**src/rtl/track_window_ctrl.sv**
```systemverilog
// Closed-loop tracking controller: validates correlator results, updates the tracked box and issues the next search window.
// Optional EMA smoothing of the box position is enabled by defining TRACK_SMOOTH_EN.
module track_window_ctrl #(
  parameter int VGA_W        = 640,
  parameter int VGA_H        = 480,
  parameter int TMPL_W       = 32,
  parameter int MARGIN       = 16,
  parameter int MISS_LIMIT   = 4,
  parameter int SCORE_THRESH = 2000,
  parameter int SMOOTH_SHIFT = 1
) (
  input  logic       clk,
  input  logic       reset,
  input  logic       tracking_mode,
  input  logic [9:0] init_x,
  input  logic [9:0] init_y,
  input  logic       max_ready,
  input  logic [9:0] max_x,
  input  logic [9:0] max_y,
  input  logic [15:0] max_score,
  output logic [9:0] c_x,
  output logic [9:0] c_y,
  output logic [9:0] win_left,
  output logic [9:0] win_right,
  output logic [9:0] win_top,
  output logic [9:0] win_bottom,
  output logic       search_start,
  output logic       locked,
  output logic       lost
);

  typedef enum logic [1:0] {IDLE, ISSUE, WAIT, UPDATE} state_t;

  localparam logic signed [11:0] XMAX_S   = 12'(VGA_W - TMPL_W);
  localparam logic signed [11:0] YMAX_S   = 12'(VGA_H - TMPL_W);
  localparam logic signed [11:0] RMAX_S   = 12'(VGA_W - 1);
  localparam logic signed [11:0] BMAX_S   = 12'(VGA_H - 1);
  localparam logic signed [11:0] MARGIN_S = 12'(MARGIN);
  localparam logic signed [11:0] SPAN_S   = 12'(TMPL_W - 1 + MARGIN);
  localparam logic [9:0]         FULL_R   = 10'(VGA_W - 1);
  localparam logic [9:0]         FULL_B   = 10'(VGA_H - 1);
  localparam logic [15:0]        THRESH   = 16'(SCORE_THRESH);
  localparam logic [7:0]         MISS_LIM = 8'(MISS_LIMIT);

  state_t r_state, w_next;

  logic [9:0]  r_cx, r_cy, r_wl, r_wr, r_wt, r_wb;
  logic        r_ss, r_locked, r_lost;
  logic [7:0]  r_miss, w_miss_inc;
  logic [9:0]  r_mx, r_my;
  logic [15:0] r_score;

  function automatic logic [9:0] clamp(input logic signed [11:0] v, input logic signed [11:0] hi);
    logic signed [11:0] r;
    r = v;
    if (r < 12'sd0) r = 12'sd0;
    else if (r > hi) r = hi;
    return r[9:0];
  endfunction

  function automatic logic signed [11:0] filt(input logic [9:0] c, input logic [9:0] m);
`ifdef TRACK_SMOOTH_EN
    logic signed [10:0] d, sh;
    d  = $signed({1'b0, m}) - $signed({1'b0, c});
    sh = d >>> SMOOTH_SHIFT;
    // Small errors would shift to zero and stall; force a unit step toward the target.
    if (d != 11'sd0 && sh == 11'sd0) sh = d[10] ? -11'sd1 : 11'sd1;
    return $signed({2'b00, c}) + 12'(sh);
`else
    logic [9:0] unused_c;
    unused_c = c;
    return $signed({2'b00, m}) + 12'(unused_c & 10'd0);
`endif
  endfunction

  assign w_miss_inc = (r_miss >= MISS_LIM) ? MISS_LIM : r_miss + 8'd1;

  always_ff @(posedge clk) begin
    if (reset) r_state <= IDLE;
    else       r_state <= w_next;
  end

  always_comb begin
    w_next = r_state;
    if (!tracking_mode) begin
      w_next = IDLE;
    end else begin
      case (r_state)
        IDLE:    w_next = ISSUE;
        ISSUE:   w_next = WAIT;
        WAIT:    if (max_ready) w_next = UPDATE;
        UPDATE:  w_next = ISSUE;
        default: w_next = IDLE;
      endcase
    end
  end

  // Result capture: data path only, no reset needed
  always_ff @(posedge clk) begin
    if (r_state == WAIT && max_ready) begin
      r_mx    <= max_x;
      r_my    <= max_y;
      r_score <= max_score;
    end
  end

  always_ff @(posedge clk) begin
    if (reset) begin
      r_cx     <= '0;
      r_cy     <= '0;
      r_wl     <= '0;
      r_wr     <= FULL_R;
      r_wt     <= '0;
      r_wb     <= FULL_B;
      r_ss     <= 1'b0;
      r_locked <= 1'b0;
      r_lost   <= 1'b0;
      r_miss   <= '0;
    end else begin
      r_ss <= 1'b0;
      if (!tracking_mode || r_state == IDLE) begin
        r_wl     <= '0;
        r_wr     <= FULL_R;
        r_wt     <= '0;
        r_wb     <= FULL_B;
        r_locked <= 1'b0;
        r_lost   <= 1'b0;
        if (tracking_mode) begin
          r_cx   <= clamp($signed({2'b00, init_x}), XMAX_S);
          r_cy   <= clamp($signed({2'b00, init_y}), YMAX_S);
          r_miss <= '0;
        end
      end else begin
        case (r_state)
          ISSUE: begin
            r_ss <= 1'b1;
            if (r_lost) begin
              r_wl <= '0;
              r_wr <= FULL_R;
              r_wt <= '0;
              r_wb <= FULL_B;
            end else begin
              r_wl <= clamp($signed({2'b00, r_cx}) - MARGIN_S, RMAX_S);
              r_wr <= clamp($signed({2'b00, r_cx}) + SPAN_S, RMAX_S);
              r_wt <= clamp($signed({2'b00, r_cy}) - MARGIN_S, BMAX_S);
              r_wb <= clamp($signed({2'b00, r_cy}) + SPAN_S, BMAX_S);
            end
          end
          UPDATE: begin
            if (r_score <= THRESH) begin
              r_miss   <= '0;
              r_locked <= 1'b1;
              r_lost   <= 1'b0;
              // Re-acquisition after loss jumps straight to the match.
              if (r_lost) begin
                r_cx <= clamp($signed({2'b00, r_mx}), XMAX_S);
                r_cy <= clamp($signed({2'b00, r_my}), YMAX_S);
              end else begin
                r_cx <= clamp(filt(r_cx, r_mx), XMAX_S);
                r_cy <= clamp(filt(r_cy, r_my), YMAX_S);
              end
            end else begin
              r_locked <= 1'b0;
              r_miss   <= w_miss_inc;
              if (w_miss_inc == MISS_LIM) r_lost <= 1'b1;
            end
          end
          default: ;
        endcase
      end
    end
  end

  assign c_x          = r_cx;
  assign c_y          = r_cy;
  assign win_left     = r_wl;
  assign win_right    = r_wr;
  assign win_top      = r_wt;
  assign win_bottom   = r_wb;
  assign search_start = r_ss;
  assign locked       = r_locked;
  assign lost         = r_lost;

endmodule

```
**config.mk**
```make
export PLATFORM = sky130hd
export DESIGN_NAME = track_window_ctrl
export DESIGN_NICKNAME = d
export VERILOG_FILES = /design/src/rtl/track_window_ctrl.sv
export SDC_FILE = /design/constraint.sdc
export NUM_CORES = 1
export LEC_CHECK = 0
export CAP_MARGIN = 10
export CORE_MARGIN = 10
export CORE_UTILIZATION = 53
export DETAILED_ROUTE_END_ITERATION = 16
export PLACE_DENSITY = 0.86
export SETUP_SLACK_MARGIN = 0.15
export SYNTH_ARGS = -nofsm -noshare
export SYNTH_HDL_FRONTEND = slang
export SYNTH_SLANG_ARGS = --single-unit
```
**constraint.sdc**
```tcl
create_clock -name clk -period 3.7 [get_ports clk]
set_clock_uncertainty 0.15 [all_clocks]
set_input_delay 0.74 -clock clk [delete_from_list [all_inputs] [get_ports clk]]
set_output_delay 0.74 -clock clk [all_outputs]
set_load 0.01 [all_outputs]
```
==> results.md <==
Power:
- The largest vdd supply drop is 0.000207 V.
- The clock group share of total power is 0.296.
- Of the total power, combinational logic draws 0.164.
- The leakage power of the design is 2.27 nW.
- The power after layout is 2.46 mW.
- Of the total power, the share spent switching nets is 0.267.
- Of the total power, registers draw 0.540.
- The switching component of the power is 656 µW.
- The internal portion of the total power is 1.80 mW.
- The ratio of total power to cell area is 378 nW/µm².

Timing:
- After layout, the worst setup slack is 1.02 ns.
- The minimum clock period after layout is 2.68 ns.
- The count of final max-slew check failures is 0.
- The final number of hold-violating endpoints came to 0.
- Based on the critical path, the design can be clocked at up to 373 MHz.
- Across all hold checks on the routed design, the worst slack comes to 0.299 ns.
- After routing, the total negative slack on setup checks comes to 0 ns.
- Setup violations remaining at the end of the flow were counted as 0.
- The post-route fraction of the period consumed by the critical path is 0.725.
- For the pin with the worst max-slew slack, the measured transition is 0.792 ns.
- Setup repair after global routing left no endpoint under its margin.
- The relative slew slack is 0.468.

Setup path:
- STA puts the critical path data required time at 3.87 ns.
- For flop-to-flop paths, the worst setup slack is 1.02 ns.
- Data on the critical path arrives at its endpoint at 2.85 ns.
- STA classifies the critical path endpoint as a flip-flop.
- The cell depth of the worst flop-to-flop path is 8.
- Tracing the worst setup path back leads to its startpoint at r_state[0]$_SDFFE_PP0P_.
- The endpoint of the worst setup timing path is win_left[1]$_SDFFE_PP0P_.
- The endpoint identified for the worst register-to-register timing path is win_left[1]$_SDFFE_PP0P_.
- The launching element type of the critical path is a flip-flop.
- The maximum net fanout on the critical path is 9.
- The critical path is of the flip-flop to flip-flop type.
- The start of the worst register-to-register path is r_state[0]$_SDFFE_PP0P_.

Job:
- Across the run, the number of max-cap violations was 0.

CTS:
- Counting along the longest clock path gives a buffer depth of 2.
- The CTS sink count is 109.
- The source-to-sink clock delay at the later pin of the worst-skew pair is 0.37 ns.
- Once the clock tree was built, the resizer swapped 0 gates to a different size.
- Buffers inserted during clock tree synthesis total 9.
- The master cell of the clock root buffer is sky130_fd_sc_hd__clkbuf_8.
- The number of H-tree levels is 3.
- The clock tree from TritonCTS is yes.
- The clock-pin transition on the worst setup and hold timing paths is 0.11 ns.
- The post-CTS setup repair buffer count is 0.
- For this design, the CTS-stage hold fixing added 0 buffers.

Finish:
- The share of post-route cells with drive strength above 1 is 0.0606.
- The layout has 700 filler cells.
- The final cell count without fillers is 723.
- 0 antenna diodes ended up in the layout.
- Compared with the post-synthesis result, the final layout area differs by 29.9%.
- The final layout contains 665 nets.
- After routing the design area is 6510 µm².
- The final design utilization is 0.704.

Logic synthesis:
- The number of different library cells in the post-synthesis netlist is 71.
- By area the synthesized netlist is led by sky130_fd_sc_hd__dfxtp_1 29%, sky130_fd_sc_hd__edfxtp_1 22%, sky130_fd_sc_hd__ha_1 4.0%.
- The number of instances in the synthesized netlist is 482.
- In this run, synthesis inferred 36 flip-flops with an integrated enable.
- The cell type with the highest aggregate area in the netlist is sky130_fd_sc_hd__dfxtp_1.
- The area share of the largest cell type after synthesis is 0.292.
- Among all flip-flop cells after synthesis, the most frequent one is sky130_fd_sc_hd__dfxtp_1.
- The average instance in the mapped netlist occupies 10.4 µm².
- In this run the cell area of the synthesized design comes to 5010 µm².
- The commonest cells after synthesis are 73 x sky130_fd_sc_hd__dfxtp_1, 36 x sky130_fd_sc_hd__edfxtp_1, 35 x sky130_fd_sc_hd__a21oi_1.
- The most used standard cell by instance count after synthesis is sky130_fd_sc_hd__dfxtp_1.
- Counting flops with an async set or reset pin after synthesis yields a share of 0.
- For this run, the number of Yosys warnings is 0.
- The number of nets produced by synthesis is 558.
- The post-synthesis register bit count is 109.
- The post-synthesis sequential area ratio is 0.507.

Routing:
- In the routed design, unresolved DRC markers number 0.
- The initial DRC count is 270.
- In the routed layout, each cell is associated on average with a via count of 5.91.
- The routed layout has 4,271 vias.
- The first-pass detailed-route iteration total is 7.
- The final wirelength is 13,200 µm.
- In the final routed layout, each cell accounts on average for 18.3 µm.
- Once detail routing completed, the nets flagged for antenna violations numbered 0.

Floorplan:
- The region available for standard cell placement spans 9240 µm².
- The total number of placement rows is 35.
- The effective utilization at floorplan is 0.542.
- The die covers 13,700 µm².
- The I/O pin total is 123.
- The chip width is 117 µm.
- The die is 117 µm tall.

Placement:
- The cell area reported after detailed placement is 6310 µm².
- Prior to clock tree synthesis, the placed netlist has a worst setup slack of 0.677 ns.
- After legalization and detailed placement, the total HPWL measured 10,000 µm.
- The final RePlAce weighted congestion is 0.881.
- After detailed placement, the design holds a cell count of 707.
- The count of buffers from port buffering is 122.

Global routing:
- The initial antenna violation count was 0.
- Across every metal layer, demand over resource in global routing totals 0.192.
- The via count of the first global-routing pass is 4,324.
- The wire length of the first global-routing pass is 21,200 µm.
- The total overflow left after global routing is 0.
- Entering global routing, the biggest net connects 37 pins.

Min path:
- In this run the worst hold path is classified as flip-flop to flip-flop.

Status:
- The run finished with clean final reports.
## worst max-delay path, stage by stage (launching register included)
cell and delay [ns]:
sky130_fd_sc_hd__dfxtp_1 0.43, sky130_fd_sc_hd__inv_1 0.09, sky130_fd_sc_hd__ha_1 0.30, sky130_fd_sc_hd__nand4bb_1 0.36
sky130_fd_sc_hd__nor2_1 0.16, sky130_fd_sc_hd__buf_4 0.16, sky130_fd_sc_hd__o31a_1 0.33, sky130_fd_sc_hd__a21boi_1 0.48
sky130_fd_sc_hd__a221o_1 0.18
## routing by layer
metal	share of wire	vias to the layer above	global-route usage
met5	0	-	0
met4	0.024	0	0.0857
met3	0.068	29	0.0443
met2	0.52	170	0.341
met1	0.39	2045	0.215
li1	-	2027	-
## worst min path at each step
stage / slack [ns] / to / cells past startpoint / start
after floorplan: 0.28 / r_miss[4]$_SDFFE_PP0P_ / 1 / r_miss[4]$_SDFFE_PP0P_
after global placement: 0.27 / win_top[7]$_SDFFE_PP0P_ / 2 / win_top[7]$_SDFFE_PP0P_
after detailed placement: 0.29 / win_top[7]$_SDFFE_PP0P_ / 2 / win_top[7]$_SDFFE_PP0P_
after CTS: 0.31 / win_top[7]$_SDFFE_PP0P_ / 2 / win_top[7]$_SDFFE_PP0P_
after global routing: 0.33 / r_miss[2]$_SDFFE_PP0P_ / 2 / r_miss[2]$_SDFFE_PP0P_
final: 0.30 / win_top[7]$_SDFFE_PP0P_ / 2 / win_top[7]$_SDFFE_PP0P_
## power groups by stage
stage,clock [mW],sequential (mW),combinational (mW)
after global placement,0,1.35,0.388
after global routing,0.787,1.33,0.442
final,0.728,1.33,0.404
after detailed placement,0,1.35,0.400
after CTS,0.734,1.32,0.403
after floorplan,0,1.32,0.262
## flip-flops by register name (all words and copies together), names as in the netlist, 2 cells and up
name,cells
c_x,10
c_y,10
r_miss,8
r_mx,10
r_my,10
r_score,16
r_state,2
win_bottom,10
win_left,10
win_right,10
win_top,10
## final cells by class
type / count / area, µm² / share of cell area
clock inverter: 5 / 60.1 / 0.00923
timing repair buffer: 128 / 1270 / 0.195
tap: 129 / 161 / 0.0248
clock buffer: 11 / 141 / 0.0217
sequential: 109 / 2540 / 0.391
inverter: 19 / 71.3 / 0.0110
multi-input combinational: 322 / 2270 / 0.348
## kinds of logic after synthesis
kind of cell,Yosys count,share of synthesized area
muxes,2,0.00424
adders and majority gates,16,0.0399
xor gates and xnor gates,20,0.0349
and+or+nand+nor,143,0.158
buffers and inverters,51,0.0417
DFF,109,0.507
AOI/OAI and AO/OA,141,0.214
## cells in the final DEF, fill, tap and decap left out, drive strengths merged, types with 3 or more instances in the layout
cell type      count
nand2b             8
xnor2             15
a21o               3
a221o             12
o31ai              6
nand2             21
and3               4
nand4              3
a21oi             35
xor2               5
inv               19
nor3              15
nor4               4
nand3             15
a31oi              5
buf                6
ha                16
edfxtp            36
o21ai             12
nand3b             3
dfxtp             73
clkbuf            11
clkinv             3
clkdlybuf4s50    122
or3                3
o2111ai            3
and2              11
nor2b              6
a211oi            15
o22ai              5
nor3b              6
o22a               3
a311oi             3
o32ai              6
a32oi             10
or2                5
a211o              3
nor2              30
Power figures use the tool's default switching activity.
